File: src/rtl/instr_fetch_seq.sv
// Burst instruction-fetch sequencer: reads a synchronous single-port SRAM and
// streams the words, split into ISA fields, through a 2-entry valid/ready buffer.
module instr_fetch_seq #(
  parameter int ADDR_W    = 11,
  parameter int DATA_W    = 32,
  parameter int CNT_W     = 12,
  parameter int PIPELINED = 0
) (
  input  logic              clk,
  input  logic              rst_n,
  input  logic              start,
  input  logic [ADDR_W-1:0] start_addr,
  input  logic [CNT_W-1:0]  count,
  input  logic              abort,
  output logic              busy,
  output logic              done,
  output logic              mem_cen,
  output logic              mem_wen,
  output logic              mem_oen,
  output logic [ADDR_W-1:0] mem_addr,
  input  logic [DATA_W-1:0] mem_q,
  output logic              out_valid,
  input  logic              out_ready,
  output logic [DATA_W-1:0] out_ir,
  output logic [ADDR_W-1:0] out_pc,
  output logic [6:0]        out_opcode,
  output logic [4:0]        out_dr,
  output logic [4:0]        out_sa,
  output logic [4:0]        out_sb,
  output logic [DATA_W-1:0] out_imm,
  output logic [4:0]        out_sh,
  output logic              out_illegal
);

  typedef enum logic [1:0] {S_IDLE, S_ISSUE, S_WAIT, S_DRAIN} state_t;

  state_t            state_q, state_d;
  logic [ADDR_W-1:0] addr_q, addr_d;
  logic [CNT_W-1:0]  remain_q, remain_d;
  logic              oen_q, oen_d;
  logic [ADDR_W-1:0] cap_pc_q, cap_pc_d;
  logic              done_q, done_d;
  logic [DATA_W-1:0] fifo_ir_q [2];
  logic [DATA_W-1:0] fifo_ir_d [2];
  logic [ADDR_W-1:0] fifo_pc_q [2];
  logic [ADDR_W-1:0] fifo_pc_d [2];
  logic              rd_ptr_q, rd_ptr_d;
  logic              wr_ptr_q, wr_ptr_d;
  logic [1:0]        cnt_q, cnt_d;

  logic              push;
  logic              pop;
  logic [1:0]        credit_used;
  logic              issue;
  logic [DATA_W-1:0] head_ir;

  // Handshake, credit and issue decision; mem_cen must see this cycle's pop to sustain one word per cycle
  always_comb begin
    push        = ~oen_q;
    out_valid   = (cnt_q != 2'd0);
    pop         = out_valid & out_ready;
    credit_used = cnt_q - {1'b0, pop} + {1'b0, push};
    issue       = (state_q == S_ISSUE) && (credit_used < 2'd2) && !abort;
    mem_cen     = ~issue;
    mem_wen     = 1'b1;
    mem_oen     = oen_q;
    mem_addr    = addr_q;
    busy        = (state_q != S_IDLE);
    done        = done_q;
  end

  // Next-state logic for the sequencer, the capture pipeline and the output buffer
  always_comb begin
    state_d   = state_q;
    addr_d    = addr_q;
    remain_d  = remain_q;
    oen_d     = ~issue;
    cap_pc_d  = issue ? addr_q : cap_pc_q;
    done_d    = 1'b0;
    fifo_ir_d = fifo_ir_q;
    fifo_pc_d = fifo_pc_q;
    rd_ptr_d  = rd_ptr_q;
    wr_ptr_d  = wr_ptr_q;
    cnt_d     = cnt_q + {1'b0, push} - {1'b0, pop};

    if (push) begin
      fifo_ir_d[wr_ptr_q] = mem_q;
      fifo_pc_d[wr_ptr_q] = cap_pc_q;
      wr_ptr_d            = ~wr_ptr_q;
    end
    if (pop) begin
      rd_ptr_d = ~rd_ptr_q;
    end

    case (state_q)
      S_IDLE: begin
        if (start) begin
          if (count != '0) begin
            addr_d   = start_addr;
            remain_d = count;
            state_d  = S_ISSUE;
          end else begin
            done_d = 1'b1;
          end
        end
      end
      S_ISSUE: begin
        if (issue) begin
          addr_d   = addr_q + 1'b1;
          remain_d = remain_q - 1'b1;
          if (remain_q == CNT_W'(1)) begin
            state_d = S_DRAIN;
          end else if (PIPELINED == 0) begin
            state_d = S_WAIT;
          end
        end
      end
      S_WAIT: begin
        state_d = S_ISSUE;
      end
      S_DRAIN: begin
        if (oen_q && ((cnt_q == 2'd0) || ((cnt_q == 2'd1) && pop))) begin
          state_d = S_IDLE;
          done_d  = 1'b1;
        end
      end
      default: begin
        state_d = S_IDLE;
      end
    endcase

    if (abort && (state_q != S_IDLE)) begin
      state_d  = S_IDLE;
      done_d   = 1'b1;
      oen_d    = 1'b1;
      cnt_d    = 2'd0;
      rd_ptr_d = 1'b0;
      wr_ptr_d = 1'b0;
    end
  end

  // State and datapath registers, cleared asynchronously
  always_ff @(posedge clk or negedge rst_n) begin
    if (!rst_n) begin
      state_q  <= S_IDLE;
      addr_q   <= '0;
      remain_q <= '0;
      oen_q    <= 1'b1;
      cap_pc_q <= '0;
      done_q   <= 1'b0;
      for (int i = 0; i < 2; i++) begin
        fifo_ir_q[i] <= '0;
        fifo_pc_q[i] <= '0;
      end
      rd_ptr_q <= 1'b0;
      wr_ptr_q <= 1'b0;
      cnt_q    <= 2'd0;
    end else begin
      state_q   <= state_d;
      addr_q    <= addr_d;
      remain_q  <= remain_d;
      oen_q     <= oen_d;
      cap_pc_q  <= cap_pc_d;
      done_q    <= done_d;
      fifo_ir_q <= fifo_ir_d;
      fifo_pc_q <= fifo_pc_d;
      rd_ptr_q  <= rd_ptr_d;
      wr_ptr_q  <= wr_ptr_d;
      cnt_q     <= cnt_d;
    end
  end

  // Field split of the head entry; outputs read as zero while no word is present
  always_comb begin
    head_ir     = out_valid ? fifo_ir_q[rd_ptr_q] : '0;
    out_ir      = head_ir;
    out_pc      = out_valid ? fifo_pc_q[rd_ptr_q] : '0;
    out_opcode  = head_ir[31:25];
    out_dr      = head_ir[24:20];
    out_sa      = head_ir[19:15];
    out_sb      = head_ir[14:10];
    out_imm     = {{(DATA_W-15){head_ir[14]}}, head_ir[14:0]};
    out_sh      = head_ir[4:0];
    case (head_ir[31:25])
      7'b0000000, 7'b1000000, 7'b0000010, 7'b0000101,
      7'b0001000, 7'b0001001, 7'b0001010, 7'b0001011,
      7'b0100010, 7'b0100101, 7'b0101000, 7'b0101001,
      7'b0101010, 7'b0001100, 7'b0001101, 7'b0001110,
      7'b0010000, 7'b0100000, 7'b1110000, 7'b1100101,
      7'b1100000, 7'b1001000, 7'b1101000, 7'b0110000: out_illegal = 1'b0;
      default:                                         out_illegal = 1'b1;
    endcase
  end

endmodule
File: config.mk
export PLATFORM = sky130hd
export DESIGN_NAME = instr_fetch_seq
export DESIGN_NICKNAME = d
export VERILOG_FILES = /design/src/rtl/instr_fetch_seq.sv
export SDC_FILE = /design/constraint.sdc
export NUM_CORES = 1
export LEC_CHECK = 0
export BUFFER_PORTS_ARGS = -buffer_cell sky130_fd_sc_hd__buf_2
export CAP_MARGIN = 5
export CORE_AREA = 5 5 165 104
export DETAILED_ROUTE_END_ITERATION = 16
export DIE_AREA = 0 0 170 109
export PLACE_DENSITY = 0.68
export SLEW_MARGIN = 20
export SYNTH_ARGS = -nofsm -noshare
export SYNTH_HDL_FRONTEND = slang
export SYNTH_SLANG_ARGS = --single-unit
File: constraint.sdc
create_clock -name clk -period 5.75 [get_ports clk]
set_input_delay 0.2875 -clock clk [delete_from_list [all_inputs] [get_ports clk]]
set_output_delay 0.2875 -clock clk [all_outputs]
set_load 0.03 [all_outputs]
## Yosys cells after proc, flatten, opt, wreduce, memory -nomap -nowiden

Index checks and enable logic that the tools add are counted.
W data, S select, Z words.

| cells by class | value |
|---|---|
| multiply operators | 0 |
| reductions and logical operators | 19 |
| equality and inequality tests | 36 |
| shifts and indexed selects | 0 |
| add/subtract/negate cells | 6 |
| order comparisons | 4 |
| multiplexer cells | 41 |
| div/mod/pow operators | 0 |
| bitwise logic cells | 7 |

Operators by type and width:

| cell | count |
|---|---|
| $mux W32 | 5 |
| $mux W11 | 8 |
| $bwmux W64 | 1 |
| $eq A7 B4 Y1 const B | 7 |
| $eq A7 B6 Y1 const B | 7 |
| $eq A7 B7 Y1 const B | 6 |
| $mux W12 | 3 |
| $demux W32 S1 | 1 |
| $pmux W12 S2 | 1 |
| $reduce_or A24 Y1 | 1 |
| $bwmux W22 | 1 |
| $pmux W11 S2 | 1 |
| $eq A12 B1 Y1 const B | 1 |
| $mux W2 | 6 |
| $reduce_bool A12 Y1 | 1 |
| $sub A12 B1 Y12 const B | 1 |
| $add A11 B1 Y11 const B | 1 |
| $demux W11 S1 | 1 |
| $mux W1 | 11 |
| $ne A3 B3 Y1 const B | 3 |
| $pmux W2 S4 | 1 |
| $reduce_and A4 Y1 | 2 |
| $reduce_bool A2 Y1 | 4 |
| $eq A7 B2 Y1 const B | 1 |
| 21 further kinds | 38 |

| storage, ports and cells | value |
|---|---|
| latch bits | 0 |
| memory bits (read-only) | 0 |
| memories kept | 0 |
| output and inout port bits | 120 |
| register bits | 128 |
| bits in writable memories | 0 |
| logic and storage cells | 126 |
| input port bits | 60 |

## Logic depth before layout (Yosys ltp)

Gate-level depths: netlist of the first run.

| depth | value |
|---|---|
| depth in word-level cells | 10 |
| depth in mapped cells | 13 |

## Worst setup path after synthesis of the first run

Ideal clock, no wire load.

| timing path | value |
|---|---|
| path kind | reg-to-reg |
| start | reg cnt_q[1] |
| end | reg addr_q[10], in the netlist mem_addr[10] |
| stages on the path, launching flop included | 13 |
| library setup time | 0.128 ns |
| arrival | 2.896 ns |
| slack | 2.726 ns |
| path buffers | 1 |
| required time | 5.622 ns |
| path through | dfrtp_1 > nor2_1 > inv_1 > and2_1 > ha_1 > inv_1 > ha_1 > xnor3_2 > a22oi_2 > or3_1 > buf_2 > o32ai_1 > nor3_1 |

| on the way | value |
|---|---|
| longest elaborated chain between the ends | 9 |

RTL lines:

| item | line | text |
|---|---|---|
| start, declared | 49 | `logic [1:0] cnt_q, cnt_d;` |
| start signal, assigned | 169 | `cnt_q <= cnt_d;` |
| $reduce_bool A2 Y1 | 60 | `out_valid = (cnt_q != 2'd0);` |
| net out_valid | 22 | `output logic out_valid,` |
| $and A1 B1 Y1 | 61 | `pop = out_valid & out_ready;` |
| $sub A2 B1 Y2 | 62 | `credit_used = cnt_q - {1'b0, pop} + {1'b0, push};` |
| $add A2 B1 Y2 | 62 |  |
| $lt A2 B2 Y1 | 63 | `issue = (state_q == S_ISSUE) && (credit_used < 2'd2) && !abort;` |
| $logic_and A1 B1 Y1 (2 in series) | 63 |  |
| $ne A2 B2 Y1 (no source line) | n/a |  |
| $reduce_and A4 Y1 (no source line) | n/a |  |
| end signal, assigned | 160 | `addr_q <= addr_d;` |
| end, declared | 38 | `logic [ADDR_W-1:0] addr_q, addr_d;` |

The timed path passes the listed nets, and every way through them passes these cells.
A chain may end at the register's enable or synchronous reset.

## Final worst setup path of the first run

| timing path | value |
|---|---|
| start | reg cnt_q[1] |
| end | reg remain_q[4] |

| on the way | value |
|---|---|
| longest elaborated chain between the ends | 9 |

RTL lines:

| item | line | text |
|---|---|---|
| $reduce_bool A2 Y1 | 60 |  |
| $and A1 B1 Y1 | 61 |  |
| $sub A2 B1 Y2 * | 62 |  |
| $add A2 B1 Y2 * | 62 |  |
| $lt A2 B2 Y1 * | 63 |  |
| $logic_and A1 B1 Y1 * (2 in series) | 63 |  |
| $ne A2 B2 Y1 (no source line) * | n/a |  |
| $reduce_and A4 Y1 (no source line) * | n/a |  |
| end signal, assigned | 161 | `remain_q <= remain_d;` |
| end, declared | 39 | `logic [CNT_W-1:0] remain_q, remain_d;` |

Mark *: on every way between the ends. The rest lies on a longest branch, timed or not.

==> results of run 1 <==
-- area by class of cell --
class                   count  area share, %
clock buffers              20          5.763
clock inverters            12          2.005
inverters                  12         0.5685
multi-input cells         366          35.97
flip-flops and latches    128          40.45
well taps                 209          3.300
repair buffers            185          11.94
-- kinds of logic (layout without fill, tap and decap cells) --
logic type	Yosys count	count (layout)
AO/OA/AOI/OAI	64	64
XOR/XNOR	3	3
adder cells (fa/ha/maj)	9	9
buffers and inverters	102	229
flip-flops	128	128
multiplexers	145	145
other	1	1
AND/OR/NAND/NOR	144	144
-- cells in the mapped netlist, types with 4 or more instances --
cell type / number
a21oi_1: 12
o32ai_1: 4
a2bb2oi_1: 6
buf_1: 7
buf_4: 60
dfrtp_1: 127
nor2_1: 66
o22ai_1: 8
inv_1: 12
clkbuf_1: 13
mux2_2: 97
buf_2: 9
nand3_1: 14
o21ai_0: 20
ha_1: 9
and3_1: 4
nor3_1: 13
mux2i_1: 48
or4_1: 4
nor2b_1: 5
nand2_1: 19
-- worst register-to-register path: stages (launching register included) --
cell	delay [ns]
dfrtp_1	0.44
nor2_4	0.12
buf_4	0.46
inv_1	0.11
and2_1	0.20
ha_1	0.28
inv_1	0.05
ha_1	0.17
xnor3_2	0.27
a22oi_2	0.08
or3_1	0.70
or4_1	0.59
nand3_1	0.09
-- per-layer routing --
metal	track usage, %	vias up	wire length, um
met3	4.493	13	1035
li1	-	2276	-
met4	4.900	0	105
met5	0	-	0
met1	23.20	2402	7280
met2	26.51	197	7272
-- worst min-delay path by stage --
stage	end	slack, ns
4_1_cts	mem_addr[9]	0.03
5_1_grt	mem_addr[9]	0.08
6_report	mem_addr[9]	0.01
3_5_place_dp	mem_addr[9]	0.47
2_1_floorplan	cap_pc_q[0]	-0.008
3_3_place_gp	mem_addr[9]	0.45
-- through the flow --
stage	hold slack (ns)	cells	util, %	cell area [um2]
finish	0.01442	932	50.70	7924
detailed placement	0.4723	900	46.76	7308
CTS	0.03411	932	50.70	7924
global route	0.08471	932	50.70	7924
global placement	0.4545	900	46.76	7308
floorplan	-0.008091	596	-	6659
-- sequential cells by signal, summed over array words and instances, names as in the netlist --
| signal | flops |
|---|---|
| mem_oen | 1 |
| mem_addr | 11 |
| cnt_q | 2 |
| remain_q | 12 |
| done | 1 |
| fifo_ir_q | 64 |
| rd_ptr_q | 1 |
| cap_pc_q | 11 |
| state_q | 2 |
| wr_ptr_q | 1 |
| fifo_pc_q | 22 |
==> impl_metrics.ini, run 1 <==
[setup_path]
timing.setup.critical_path_class = reg2reg
timing.critical_path.cells = nor2_4 -> buf_4 -> inv_1 -> and2_1 -> ha_1 -> inv_1 -> ha_1 -> xnor3_2 -> a22oi_2 -> or3_1 -> or4_1 -> nand3_1
worstRegToRegCells = 12
critical_path_buf_inv_count = 3
critical-path-max-stage-delay_ns = 0.70
reg2reg_setup_slack_ns = 2.12
critPathTopFamily = simple AND/OR/NAND/NOR gates
worstSetupStartpoint = cnt_q[1]
required_ns = 6.08
cp.arrival_ns = 3.95
timing.critical_path.fanout_max = 46
rr_startpoint = cnt_q[1]
reg2reg_to = remain_q[4]
cpMaxStageDelayCell = or3_1
crit_path_start_kind = flip-flop
worst_setup_path_end_kind = flip-flop
crit_cells = 12
crit_path_end = remain_q[4]

[logic_synthesis]
yosysSeqAreaShare_pct = 48.12
synth.distinct_cells = 49
post_synth_main_area_contributors = dfrtp_1 (48%), mux2_2 (16%), mux2i_1 (7.2%), buf_4 (6.8%), nor2_1 (3.7%)
synth-main-ff-cell = dfrtp_1
postSynthAreaPerCell_um2 = 11.17
xor_and_xnor_fraction_of_the_mapped_netlist_area_pct = 0.6201
synth_seq_cells = 128
mappedNetlistNets = 665
complex_gate_fraction_of_the_synthesized_area_pct = 6.182
synth_top_family_by_area = multiplexers
synth_enable_flop_cells = 0
simple_gate_fraction_of_synth_area_pct = 10.30
yosysTopAreaCellShare_pct = 47.73
post_synth_arst_share_pct = 100.0
yosysWarnings = 0
synth_top_cell_by_area = dfrtp_1
syn_inst = 596
synth_fa_ha_area_share_pct = 1.691
synthMuxAreaShare_pct = 23.62
syn_area_um2 = 6659

[place]
placement.setup.worst_slack_ns = 2.165
finalWeightedCongestion = 0.8402
portBuffers = 178
hpwl_um = 10940

[die]
core_area_um2 = 15630
start_util_pct = 42.60
number_of_standard_cell_rows_in_the_floorplan = 36
fp.dieArea_um2 = 18530
number_of_top_level_pins = 180
die_h_um = 109
floorplan.die.width_um = 170

[cells_and_area]
area_growth_syn_to_layout_pct = 19.00
fin_nets = 779
final_cell_mix = buf_2 (177), dfrtp_1 (126), mux2_2 (97)
drive_above_1_share_pct = 44.54
final-seq-area_um2 = 3206
multi_input_area_um2 = 2850
num-fill-cells = 1384
layout_commonest_cell = buf_2
antenna_cells = 0

[clock_tree]
cts.clk_slew.worst_paths_ns = 0.06
cts_made_buffers = 17
ctsResizeCount = 0
cts_max_path_buffers = 2
clock_tree.root_cell = clkbuf_16
cts_sinks = 128
maximum_level_of_the_cts_h_tree = 4
cts_post_setup_buffers_inserted = 0
latest_clock_arrival_within_the_worst_skew_pair_ns = 0.40
cts_tree = done
cts.hold.buffers_added = 0

[timing]
layout_setup_ws_ns = 2.125
timing.final.crit_share_pct = 63.04
timing.final.setup_violations = 0
post-route-min-period_ns = 3.625
tightestPinTransition_ns = 0.9105
slew-limit-headroom_pct = 39.30
rsz0062_at_grt = no
finalHoldViolCount = 0
fin_skew_ns = 0.01241
setup-tns-final_ns = 0
final_max_slew_viol_count = 0
timing.fmax_mhz = 275.9

[global_route]
grt.overflow.total = 0
antenna_found_initial = 0
grt_pass1_wl_um = 25140
gr-usage-all-layers_pct = 16.88
grt_pass1_vias = 4979
grt_start_max_net_pins = 72

[status]
outcome = finished clean

[routing]
vias_per_instance = 5.245
post_drt_wl_per_cell_um = 16.84
routed_wl_um = 15690
drt_iter0_drc = 341
antenna_left = 0
via_total_after_detailed_routing = 4888
route.detailed.drc = 0
drt_first_pass_iters = 5

[hold_path]
kind_of_path_behind_the_tightest_hold_check = in2async

[job]
drv_cap = 0
Power of run 1 is not shown: default switching activity piles up to over one toggle a cycle in this logic, so the estimate is an artifact.
==> inputs of run 2 (changes only) <==
Settings changed: ABC_AREA set to 1, CORE_AREA 5 5 165 104 to 5 5 168 105, DIE_AREA 0 0 170 109 to 0 0 173 110.
Clock period 5.75 ns to 3.4 ns, I/O delays scaled along.
==> run 2 against run 1 <==
  * Critical path depth shrank 6
  * First-iteration DRC count grew 52%
  * Via count grew 27%
  * Core utilization grew 1.8 points
  * Area after synthesis grew 3.2%
  * Register-to-register slack lost 1.4 ns
  * Worst setup slack lost 1.6 ns
  * Die area grew 2.7%
  * Cell area grew 5.6%
  * Global-route usage grew 2.2 points
==> impl_metrics.ini, run 2 <==
[status]
outcome = finished clean

[setup_path]
required_ns = 3.23
cpMaxStageDelayCell = inv_2
crit_path_end = out_ir[14]
crit_path_start_kind = flip-flop
worstSetupStartpoint = rd_ptr_q
critical-path-max-stage-delay_ns = 0.56
timing.critical_path.cells = inv_2 -> buf_4 -> o21ai_0 -> a21oi_1 -> buf_4 -> buf_2
worstRegToRegCells = 13
rr_startpoint = cnt_q[1]
reg2reg_to = mem_addr[4]
timing.setup.critical_path_class = reg2out
timing.critical_path.fanout_max = 42
worst_setup_path_end_kind = output pin
cp.arrival_ns = 2.66
reg2reg_setup_slack_ns = 0.68
worst_path_most_repeated_cell = buf_4

[die]
number_of_top_level_pins = 180
die_h_um = 110
floorplan.die.width_um = 173
fp.dieArea_um2 = 19030
start_util_pct = 43.09
number_of_standard_cell_rows_in_the_floorplan = 36
core_area_um2 = 15950

[logic_synthesis]
most_numerous_cell_types_in_the_synthesized_netlist = nand2_1 (337), dfrtp_1 (127), o21ai_0 (110)
yosysSeqAreaShare_pct = 46.64
syn_area_um2 = 6870
synth-main-ff-cell = dfrtp_1
syn_inst = 927
yosysTopAreaCellShare_pct = 46.26
mappedNetlistNets = 996
synth.distinct_cells = 34
synth_seq_cells = 128
yosysMostFrequentCell = nand2_1
yosysWarnings = 0
synth_top_cell_by_area = dfrtp_1
postSynthAreaPerCell_um2 = 7.411
post_synth_main_area_contributors = dfrtp_1 (46%), nand2_1 (18%), o21ai_0 (8.0%), buf_4 (6.8%), inv_1 (4.7%)
post_synth_arst_share_pct = 100.0
synth_enable_flop_cells = 0

[global_route]
grt_start_max_net_pins = 110
antenna_found_initial = 0
grt.overflow.total = 0
grt_pass1_vias = 5804
gr-usage-all-layers_pct = 19.13
grt_pass1_wl_um = 29600

[routing]
vias_per_instance = 4.822
drt_iter0_drc = 517
via_total_after_detailed_routing = 6201
routed_wl_um = 18230
antenna_left = 0
route.detailed.drc = 0
post_drt_wl_per_cell_um = 14.18
drt_first_pass_iters = 8

[clock_tree]
cts.hold.buffers_added = 30
clock_tree.root_cell = clkbuf_16
cts_post_setup_buffers_inserted = 0
latest_clock_arrival_within_the_worst_skew_pair_ns = 0.41
cts_tree = done
maximum_level_of_the_cts_h_tree = 4
cts.clk_slew.worst_paths_ns = 0.06
cts_sinks = 128
cts_max_path_buffers = 2
ctsResizeCount = 0
cts_made_buffers = 17

[cells_and_area]
multi_input_area_um2 = 2695
num-fill-cells = 1564
drive_above_1_share_pct = 22.10
area_growth_syn_to_layout_pct = 21.84
antenna_cells = 0
layout_commonest_cell = nand2_1
largest_register_ffs = 64
largestRegisters = fifo_ir_q (64), fifo_pc_q (22), remain_q (12)
final_cell_mix = nand2_1 (336), buf_2 (177), dfrtp_1 (127)
final-seq-area_um2 = 3204
fin_nets = 1133
largest_register = fifo_ir_q

[timing]
timing.fmax_mhz = 353.0
rsz0062_at_grt = no
tightestPinTransition_ns = 0.9180
setup-tns-final_ns = 0
finalHoldViolCount = 0
post-route-min-period_ns = 2.833
timing.final.crit_share_pct = 83.32
timing.final.setup_violations = 0
fin_skew_ns = 0.01000
final_max_slew_viol_count = 0
slew-limit-headroom_pct = 38.66

[job]
drv_cap = 0

[place]
finalWeightedCongestion = 0.8356
portBuffers = 178
hpwl_um = 12550

[hold_path]
kind_of_path_behind_the_tightest_hold_check = in2reg
==> run 2: cell types whose count changed after synthesis, sizes merged, moves of 7 or more <==
cell | previous run | this run
nand2 | 19 | 338
mux2 | 97 | 0
o21ai | 20 | 112
inv | 12 | 89
mux2i | 48 | 2
a21oi | 12 | 45
nand3 | 14 | 35
clkbuf | 13 | 31
nor2 | 66 | 48
nor3 | 14 | 4
o22ai | 8 | 1
==> run 2: cell type report <==
cell class | instances | area share, %
well taps | 209 | 3.124
clock buffers | 18 | 5.247
clock inverters | 14 | 1.555
flip-flops and latches | 128 | 38.28
multi-input cells | 607 | 32.20
inverters | 90 | 4.036
repair buffers | 220 | 15.56
==> run 2: logic make-up after synthesis <==
| logic type | count (synthesis) | synth area share [%] |
|---|---|---|
| flops | 128 | 46.64 |
| simple gates | 432 | 24.88 |
| compound gates | 161 | 11.97 |
| fa+ha+maj | 9 | 1.639 |
| buf+inv | 192 | 14.28 |
| xor+xnor | 2 | 0.2550 |
| mux | 2 | 0.2914 |
| other cells | 1 | 0.05458 |
==> run 2: metal layers <==
metal / global-route usage (%) / vias to the layer above / wire (um)
met2: 28.58 / 189 / 7909
met3: 4.226 / 9 / 1139
met4: 4.098 / 0 / 101
met1: 28.63 / 2882 / 9084
met5: 0 / - / 0
li1: - / 3121 / -
==> run 2: per-stage QoR <==
stage / hold slack, ns / cell area, um2 / instances / utilization [%] / setup WS (ns)
floorplan: -0.1256 / 6870 / 927 / - / 0.7953
global placement: 0.3820 / 7498 / 1224 / 47.03 / 0.8380
detailed placement: 0.3843 / 7498 / 1224 / 47.03 / 0.7024
CTS: 0.002172 / 8368 / 1286 / 52.48 / 0.5867
global route: 0.03782 / 8371 / 1286 / 52.50 / 0.3940
finish: 0.01434 / 8371 / 1286 / 52.50 / 0.5670
==> run 2: how the worst min path moves through the flow <==
stage | depth (start not counted) | slack (ns) | start | end
2_1_floorplan | 0 | -0.13 | rst_n | cap_pc_q[0]
3_5_place_dp | 1 | 0.38 | rst_n | fifo_pc_q[18]
5_1_grt | 3 | 0.04 | mem_q[27] | fifo_ir_q[27]
6_report | 3 | 0.01 | mem_q[27] | fifo_ir_q[27]
3_3_place_gp | 1 | 0.38 | rst_n | cap_pc_q[7]
4_1_cts | 3 | 0.002 | mem_q[27] | fifo_ir_q[59]
==> run 2: critical path: cells and delay by family (launching register included) <==
kind / cells / cell delay (ns)
AOI/OAI and AO/OA: 2 / 0.25
buffers and inverters: 4 / 1.46
DFF: 1 / 0.53
Power of run 2 is left out for the same reason.
